**src/rtl/coin_seq_pkg.sv**
```systemverilog
// coin_seq_pkg: shared types and constants for the coin sequencer.
// Holds the sequencer state encoding, coin id names, the program terminator
// word and the geometry of the per-denomination instruction ROMs.
package coin_seq_pkg;

    // Denomination count and pending-counter width defaults.
    localparam int NUM_COINS_DEF = 4;
    localparam int CNT_W_DEF     = 2;
    localparam int COIN_W        = 2;

    // Instruction ROM geometry: eight 19-bit words per coin.
    localparam int ROM_DEPTH = 8;
    localparam int ROM_AW    = 3;
    localparam int INSTR_W   = 19;

    // Word that terminates a program (also used as the address-0 header).
    localparam logic [INSTR_W-1:0] END_WORD_DEF = 19'h7f000;

    // Address 0 holds the header, so programs start at 1 and end at 7.
    localparam logic [ROM_AW-1:0] ROM_FIRST_ADDR = 3'd1;
    localparam logic [ROM_AW-1:0] ROM_LAST_ADDR  = 3'd7;

    // Coin ids as seen on coin_req bits, rom_sel and done_coin.
    localparam logic [COIN_W-1:0] COIN_5   = 2'd0;
    localparam logic [COIN_W-1:0] COIN_10  = 2'd1;
    localparam logic [COIN_W-1:0] COIN_25  = 2'd2;
    localparam logic [COIN_W-1:0] COIN_100 = 2'd3;

    // Sequencer states.
    typedef enum logic [1:0] {
        IDLE  = 2'd0,
        FETCH = 2'd1,
        ISSUE = 2'd2,
        DONE  = 2'd3
    } seq_state_t;

endpackage

```
**src/rtl/coin_rr_arbiter.sv**
```systemverilog
// coin_rr_arbiter: picks one pending coin out of a request vector.
// With COIN_SEQ_RR_EN defined the search starts at a rotating pointer that
// moves to (last grant + 1) whenever 'advance' is high; N must be a power of
// two so the pointer wraps naturally. Without the macro the highest requesting
// id always wins and no state is kept.
module coin_rr_arbiter #(
    parameter int N   = 4,
    parameter int IDW = 2
) (
`ifdef COIN_SEQ_RR_EN
    input  logic           clk,
    input  logic           reset,
    input  logic           advance,
`endif
    input  logic [N-1:0]   req,
    output logic [N-1:0]   gnt,
    output logic [IDW-1:0] gnt_id,
    output logic           any_req
);

`ifdef COIN_SEQ_RR_EN
    logic [IDW-1:0] ptr;
    logic [N-1:0]   rot;
    logic [IDW-1:0] off;

    // Rotate requests so the pointer lands on bit 0, take the lowest set bit.
    always_comb begin
        rot = N'({req, req} >> ptr);
        off = '0;
        for (int k = N - 1; k >= 0; k--) begin
            if (rot[k]) begin
                off = IDW'(k);
            end
        end
        gnt_id = ptr + off;
    end

    // Move the priority pointer just past the coin that was granted.
    always_ff @(posedge clk) begin
        if (reset) begin
            ptr <= '0;
        end else if (advance) begin
            ptr <= gnt_id + 1'b1;
        end
    end
`else
    // Fixed priority: the highest requesting coin id wins.
    always_comb begin
        gnt_id = '0;
        for (int k = 0; k < N; k++) begin
            if (req[k]) begin
                gnt_id = IDW'(k);
            end
        end
    end
`endif

    // One-hot grant derived from the encoded winner.
    always_comb begin
        any_req = |req;
        gnt     = any_req ? (N'(1) << gnt_id) : '0;
    end

endmodule

```
**src/rtl/coin_seq_ctrl.sv**
```systemverilog
// coin_seq_ctrl: turns queued coin-insert events into instruction streams for
// the vending-machine CPU. Each coin's ROM is walked from address 1 until the
// terminator word or address 7, one word per valid/ready handshake.
// Build option: COIN_SEQ_RR_EN selects round-robin arbitration between
// pending coins; otherwise the highest coin id is served first.
module coin_seq_ctrl
    import coin_seq_pkg::*;
#(
    parameter int                 NUM_COINS = NUM_COINS_DEF,
    parameter int                 CNT_W     = CNT_W_DEF,
    parameter logic [INSTR_W-1:0] END_WORD  = END_WORD_DEF
) (
    input  logic                 clk,
    input  logic                 reset,
    input  logic [NUM_COINS-1:0] coin_req,
    output logic [COIN_W-1:0]    rom_sel,
    output logic [ROM_AW-1:0]    rom_addr,
    input  logic [INSTR_W-1:0]   rom_dout,
    output logic [INSTR_W-1:0]   instr,
    output logic                 instr_valid,
    input  logic                 cpu_ready,
    output logic                 busy,
    output logic                 prog_done,
    output logic [COIN_W-1:0]    done_coin,
    output logic [NUM_COINS-1:0] coin_overflow
);

    localparam logic [CNT_W-1:0] CNT_MAX = '1;

    seq_state_t               state;
    logic [COIN_W-1:0]        cur_coin;
    logic [CNT_W-1:0]         pend [NUM_COINS];
    logic [NUM_COINS-1:0]     pend_nz;
    logic [NUM_COINS-1:0]     gnt;
    logic [NUM_COINS-1:0]     gnt_fire;
    logic [COIN_W-1:0]        gnt_id;
    logic                     any_req;
    logic                     grant_fire;

    // Which coins have work waiting, and whether a grant happens this cycle.
    always_comb begin
        for (int i = 0; i < NUM_COINS; i++) begin
            pend_nz[i] = (pend[i] != '0);
        end
        grant_fire = (state == IDLE) && any_req;
        gnt_fire   = grant_fire ? gnt : '0;
    end

    coin_rr_arbiter #(
        .N   (NUM_COINS),
        .IDW (COIN_W)
    ) u_arb (
`ifdef COIN_SEQ_RR_EN
        .clk     (clk),
        .reset   (reset),
        .advance (grant_fire),
`endif
        .req     (pend_nz),
        .gnt     (gnt),
        .gnt_id  (gnt_id),
        .any_req (any_req)
    );

    // Per-coin saturating pending counters; a dropped insert flags overflow.
    always_ff @(posedge clk) begin
        if (reset) begin
            for (int i = 0; i < NUM_COINS; i++) begin
                pend[i] <= '0;
            end
            coin_overflow <= '0;
        end else begin
            for (int i = 0; i < NUM_COINS; i++) begin
                coin_overflow[i] <= 1'b0;
                if (coin_req[i] && !gnt_fire[i]) begin
                    if (pend[i] == CNT_MAX) begin
                        coin_overflow[i] <= 1'b1;
                    end else begin
                        pend[i] <= pend[i] + 1'b1;
                    end
                end else if (!coin_req[i] && gnt_fire[i]) begin
                    pend[i] <= pend[i] - 1'b1;
                end
            end
        end
    end

    // Sequencer: grant a coin, fetch each ROM word, hand it to the CPU, finish.
    always_ff @(posedge clk) begin
        if (reset) begin
            state       <= IDLE;
            cur_coin    <= '0;
            rom_sel     <= '0;
            rom_addr    <= '0;
            instr       <= '0;
            instr_valid <= 1'b0;
            busy        <= 1'b0;
            prog_done   <= 1'b0;
            done_coin   <= '0;
        end else begin
            prog_done <= 1'b0;
            case (state)
                IDLE: begin
                    if (any_req) begin
                        cur_coin <= gnt_id;
                        rom_sel  <= gnt_id;
                        rom_addr <= ROM_FIRST_ADDR;
                        busy     <= 1'b1;
                        state    <= FETCH;
                    end
                end
                FETCH: begin
                    if (rom_dout == END_WORD) begin
                        prog_done <= 1'b1;
                        done_coin <= cur_coin;
                        state     <= DONE;
                    end else begin
                        instr       <= rom_dout;
                        instr_valid <= 1'b1;
                        state       <= ISSUE;
                    end
                end
                ISSUE: begin
                    if (cpu_ready) begin
                        instr_valid <= 1'b0;
                        if (rom_addr == ROM_LAST_ADDR) begin
                            prog_done <= 1'b1;
                            done_coin <= cur_coin;
                            state     <= DONE;
                        end else begin
                            rom_addr <= rom_addr + 1'b1;
                            state    <= FETCH;
                        end
                    end
                end
                DONE: begin
                    busy  <= 1'b0;
                    state <= IDLE;
                end
                default: begin
                    instr_valid <= 1'b0;
                    busy        <= 1'b0;
                    state       <= IDLE;
                end
            endcase
        end
    end

endmodule

```
**config.mk**
```make
export PLATFORM = sky130hd
export DESIGN_NAME = coin_seq_ctrl
export DESIGN_NICKNAME = d
export VERILOG_FILES = /design/src/rtl/coin_seq_pkg.sv /design/src/rtl/coin_rr_arbiter.sv /design/src/rtl/coin_seq_ctrl.sv
export SDC_FILE = /design/constraint.sdc
export NUM_CORES = 1
export LEC_CHECK = 0
export ABC_AREA = 1
export BUFFER_PORTS_ARGS = -buffer_cell sky130_fd_sc_hd__buf_2
export CORE_MARGIN = 4
export CORE_UTILIZATION = 52
export CTS_CLUSTER_SIZE = 20
export DETAILED_ROUTE_END_ITERATION = 8
export PLACE_DENSITY = 0.78
export REMOVE_ABC_BUFFERS = 1
export SYNTH_ARGS = -nofsm -noshare
export SYNTH_HDL_FRONTEND = slang
export SYNTH_SLANG_ARGS = --single-unit
```
**constraint.sdc**
```tcl
create_clock -name clk -period 1.8 [get_ports clk]
set_input_delay 0.18 -clock clk [delete_from_list [all_inputs] [get_ports clk]]
set_output_delay 0.18 -clock clk [all_outputs]
set_load 0.02 [all_outputs]
```
Word level (Yosys, flattened, before mapping)
Memories as Yosys holds them, arrays and structs flattened.
Cells that the tools add are included.
Word-level totals
  latch bits: 0
  ROM bits: 0
  input bits: 26
  memories: 1
  output and inout bits: 33
  register bits after elaboration: 35
  logic and storage cells: 161
  bits in writable memories: 8
Memory list
  pend: words 4, width 2, rd ports 4, clocked after memory_dff 0, wr ports 4, RTL line coin_seq_ctrl.sv:32  | logic [CNT_W-1:0] pend [NUM_COINS];
Cells by class
  reductions and logical operators: 37
  multiply operators: 0
  div/mod/pow operators: 0
  eq/ne operators: 15
  magnitude comparators: 0
  bitwise operators: 13
  shifts and indexed selects: 1
  muxes and demuxes: 73
  add/subtract/negate cells: 9
Operator list (count)
  $mux 1: 46
  $mux 2: 16
  $eq 19x19->1 const B: 1
  $reduce_bool 2->1: 7
  $eq 2x2->1 const B: 6
  $ne 2x2->1 const B: 6
  $logic_and 1x1->1: 9
  $mux 3: 3
  $add 2x1->2 const B: 4
  $logic_not 1->1: 8
  $mux 4: 2
  $or 1x1->1: 8
  $pmux 2 s4: 1
  $reduce_and 2->1: 4
  $reduce_and 4->1: 2
  $reduce_or 2->1: 4
  $sub 2x1->2 const B: 4
  $pmux 1 s2: 3
  $pmux 3 s2: 1
  $not 1->1: 5
  $pmux 2 s2: 1
  $reduce_or 4->1: 1
  $shl 1x2->4 const A: 1
  $add 3x1->3 const B: 1
  4 further kinds: 4

Longest topological paths before layout
An unclocked memory read counts as a cell.
  depth after elaboration: 15
  mapped depth: 11
  gate-level depth less buffers: 11

Modules after synthesis
From an unflattened synthesis, not the netlist that was laid out.
Unflattened totals
  cell total of the unflattened synthesis: 276
  area, all modules: 2085.8 sq um
Modules (own cells, without submodules)
  coin_seq_ctrl: seq. area each 940.9 sq um, times used 1, area each 2033.2 sq um, cells an instance 263
  coin_rr_arbiter: seq. area each 0.0 sq um, times used 1, area each 52.6 sq um, cells an instance 13

Worst setup path before layout
Ideal clock, no wire load.
  path kind: register -> register
  from: reg state[0]
  to: mem pend[2][0] in the netlist's numbering (enable)
  path buffers: 0
  data required time: 1503 ps
  stages on the path, launching flop included: 8
  clock period less this slack: 1581 ps
  library setup time: 297 ps
  data arrival time: 1285 ps
  setup slack: 219 ps
  cells stage by stage: dfxtp_1 -> inv_1 -> ha_1 -> nand3_1 -> nand3_1 -> o21ai_0 -> inv_1 -> nand2_1
RTL lines
  start: declaration: RTL line coin_seq_ctrl.sv:30  | seq_state_t state;
  start signal: assignment: RTL line coin_seq_ctrl.sv:90  | state <= IDLE;
  start signal: assignment: RTL line coin_seq_ctrl.sv:108  | state <= FETCH;
  start signal: assignment: RTL line coin_seq_ctrl.sv:115  | state <= DONE;
  end: declaration: RTL line coin_seq_ctrl.sv:32

==> key figures <==
STA
  – Final Setup Violations: 0
  – Hold slack final: 127 ps
  – Slew Viols, Final: 0
  – Post-layout min period: 1640 ps
  – Final Skew: 6.12 ps
  – F_max: 0.610 GHz
  – Final hold vios: 0
  – Unrepaired setup endpoints after global routing: false
  – Slew margin rel.: 78.9%
  – Worst Tran Pin Value: 316 ps
  – Period utilization: 91.0%
  – Setup_tns: 0 ps
  – Setup ws final: 161 ps

Setup path
  – R2R Setup Slk: 160 ps
  – Crit Path Class: reg -> reg
  – Crit Path Max Fanout: 4
  – CP startpoint kind: flop
  – Setup crit end kind: flop
  – Worst endpoint required time: 1860 ps
  – CP Data Arrival Time: 1700 ps

Floorplanning
  – Io pins: 59
  – Die footprint: 5170 um2
  – Chip Height: 71.9 um
  – Rows: 22
  – Starting Density: 55.9%
  – Chip width: 71.9 um
  – Placeable Area: 3800 um2

Placed design
  – Hpwl dp: 3310 um
  – Cell total after placement: 383
  – # port buffers: 58
  – DP Worst Slack: 64.9 ps
  – RePlAce Congestion: 0.814

Clock tree
  – Cts hold-fix bufs: 0
  – Root buffer cell: clkbuf_8
  – Clk slew on worst S/H paths: 80 ps
  – Clock Latency Late Sink: 300 ps
  – CTS tree: yes
  – CTS H-Tree Depth: 2
  – Clk buf depth: 2
  – Clk sink count: 43
  – Number of buffers created by CTS: 5
  – Cells resized by post-CTS repair: 0
  – Setup repair bufs after CTS: 0

Routing
  – # DRC: 0
  – WL/cell: 11.5 um
  – Router iterations before antenna repair: 4
  – Final wirelength: 4500 um
  – Vias per cell: 4.87
  – ANT nets after route: 0
  – Initial DRC count: 144
  – Vias post-DR: 1,906

Synthesis
  – Asr flop ratio synth: 0%
  – Seq/Total Area, Yosys: 44.3%
  – Synth Instances: 282
  – Post-synthesis cell type count: 29
  – Cell Area, Synth: 2120 um2
  – Post-synth top cells: nor2_1 (70), nand2_1 (42), dfxtp_1 (35), inv_1 (27), o21ai_0 (22)
  – Count leader, synth: nor2_1
  – Area leader, netlist: dfxtp_1
  – Warning count from the yosys run: 0
  – Area share of the largest cell type after synthesis: 33.0%
  – Flop and latch count out of synthesis: 43
  – Post-synth EDFFs: 8
  – Synth Flop Type: dfxtp_1
  – Mean Syn Cell Area: 7.53 um2
  – Top cells by area, synth: dfxtp_1 (33%), nor2_1 (12%), edfxtp_1 (11%), nand2_1 (7.4%), ha_1 (5.3%)

Global route
  – Gr usage total: 18.4%
  – Global-route wire length before repair: 7580 um
  – Vias in the first global route: 1,726
  – Initial antenna violation count: 0
  – Largest net degree at the start of global routing: 30
  – Grt ovf: 0

Final layout
  – Final #Nets: 377
  – Area grow syn2layout: 21.3%
  – Layout cell share with drive strength beyond 1: 29.7%
  – Ant diodes: 0
  – Number of fillers in the final layout: 351
  – Non-filler cells, final: 391
  – Post-layout util: 67.8%

Run status
  – Outcome: complete, no violations

Power
  – Leak pwr: 1.30 nW
  – Power Dens Cells: 1720 nW/um2
  – VDD IR-drop max: 0.906 mV

Min path
  – Worst hold path class: in -> reg

Job
  – Max-cap viol count: 0
cell type report:
cell class              instances  area (um2)  share of cell area, %
clock inverters                 1        5.00                  0.194
inverters                      35         131                   5.10
well taps                      48        60.1                   2.33
clock buffers                   7         108                   4.18
flip-flops and latches         43         941                   36.5
multi-input cells             196        1020                   39.5
repair buffers                 61         313                   12.1
cells by family after synthesis:
kind of cell             Yosys count  synth area share [%]
buffers and inverters             43                  8.90
AO/OA/AOI/OAI                     40                  10.4
adder cells (fa/ha/maj)            9                  5.30
flip-flops                        43                  44.3
AND/OR/NAND/NOR                  147                  31.1
power breakdown:
| group | total, mW | switching (mW) | internal [mW] |
|---|---|---|---|
| combinational | 2.18 | 1.41 | 0.770 |
| clock | 0.726 | 0.333 | 0.393 |
| sequential | 1.51 | 0.187 | 1.32 |
worst paths after layout:
| kind | start | to | cells after the start |
|---|---|---|---|
| max reg2reg | pend[3][0]$_DFFE_PP_ | pend[1][1]$_SDFFCE_PN0P_ | 11 |
| max | pend[3][0]$_DFFE_PP_ | pend[1][1]$_SDFFCE_PN0P_ | 11 |
| min reg2reg | instr[9]$_SDFFE_PP0N_ | instr[9]$_SDFFE_PP0N_ | 2 |
| min | rom_dout[16] | instr[16]$_SDFFE_PP0N_ | 3 |
per-stage QoR:
stage	instance area, um2	power (mW)
floorplan	2070	3.04
global placement	2440	3.57
detailed placement	2440	3.62
CTS	2550	4.36
global route	2580	4.79
finish	2580	4.42
state kept, by name (all words and copies together), names as in the netlist:
register,flops
coin_overflow,4
instr,19
rom_addr,3
cur_coin,2
prog_done,1
busy,1
done_coin,2
pend,8
state,2
instr_valid,1
cell usage in the layout, fill, tap and decap left out, types with 6 or more instances in the layout:
cell type  Yosys  layout
edfxtp_1       8       8
buf_2          4      58
nor2_1        70      70
dfxtp_1       35      35
ha_1           9       7
clkbuf_8       0       6
o21ai_1        5       6
inv_1         27      26
a21oi_1        8       8
nand2_2        9       9
nand2_1       42      42
nand3_1        9       9
o21ai_0       22      21
inv_2          7       8
worst max-delay path, stage by stage (launching register included):
cell	delay, ps
edfxtp_1	410
inv_2	110
ha_4	150
nand2_2	70
clkinv_1	60
nand3_2	90
inv_2	100
nand2_1	70
nand3_1	100
nand2_1	80
inv_1	70
nand2_1	80
metal layers:
metal	GRT usage [%]	routed length, um
met1	23.1	2060
met5	0	0
met2	30.0	2110
met3	5.12	279
met4	6.89	49
(Power assumes the default switching activity.)
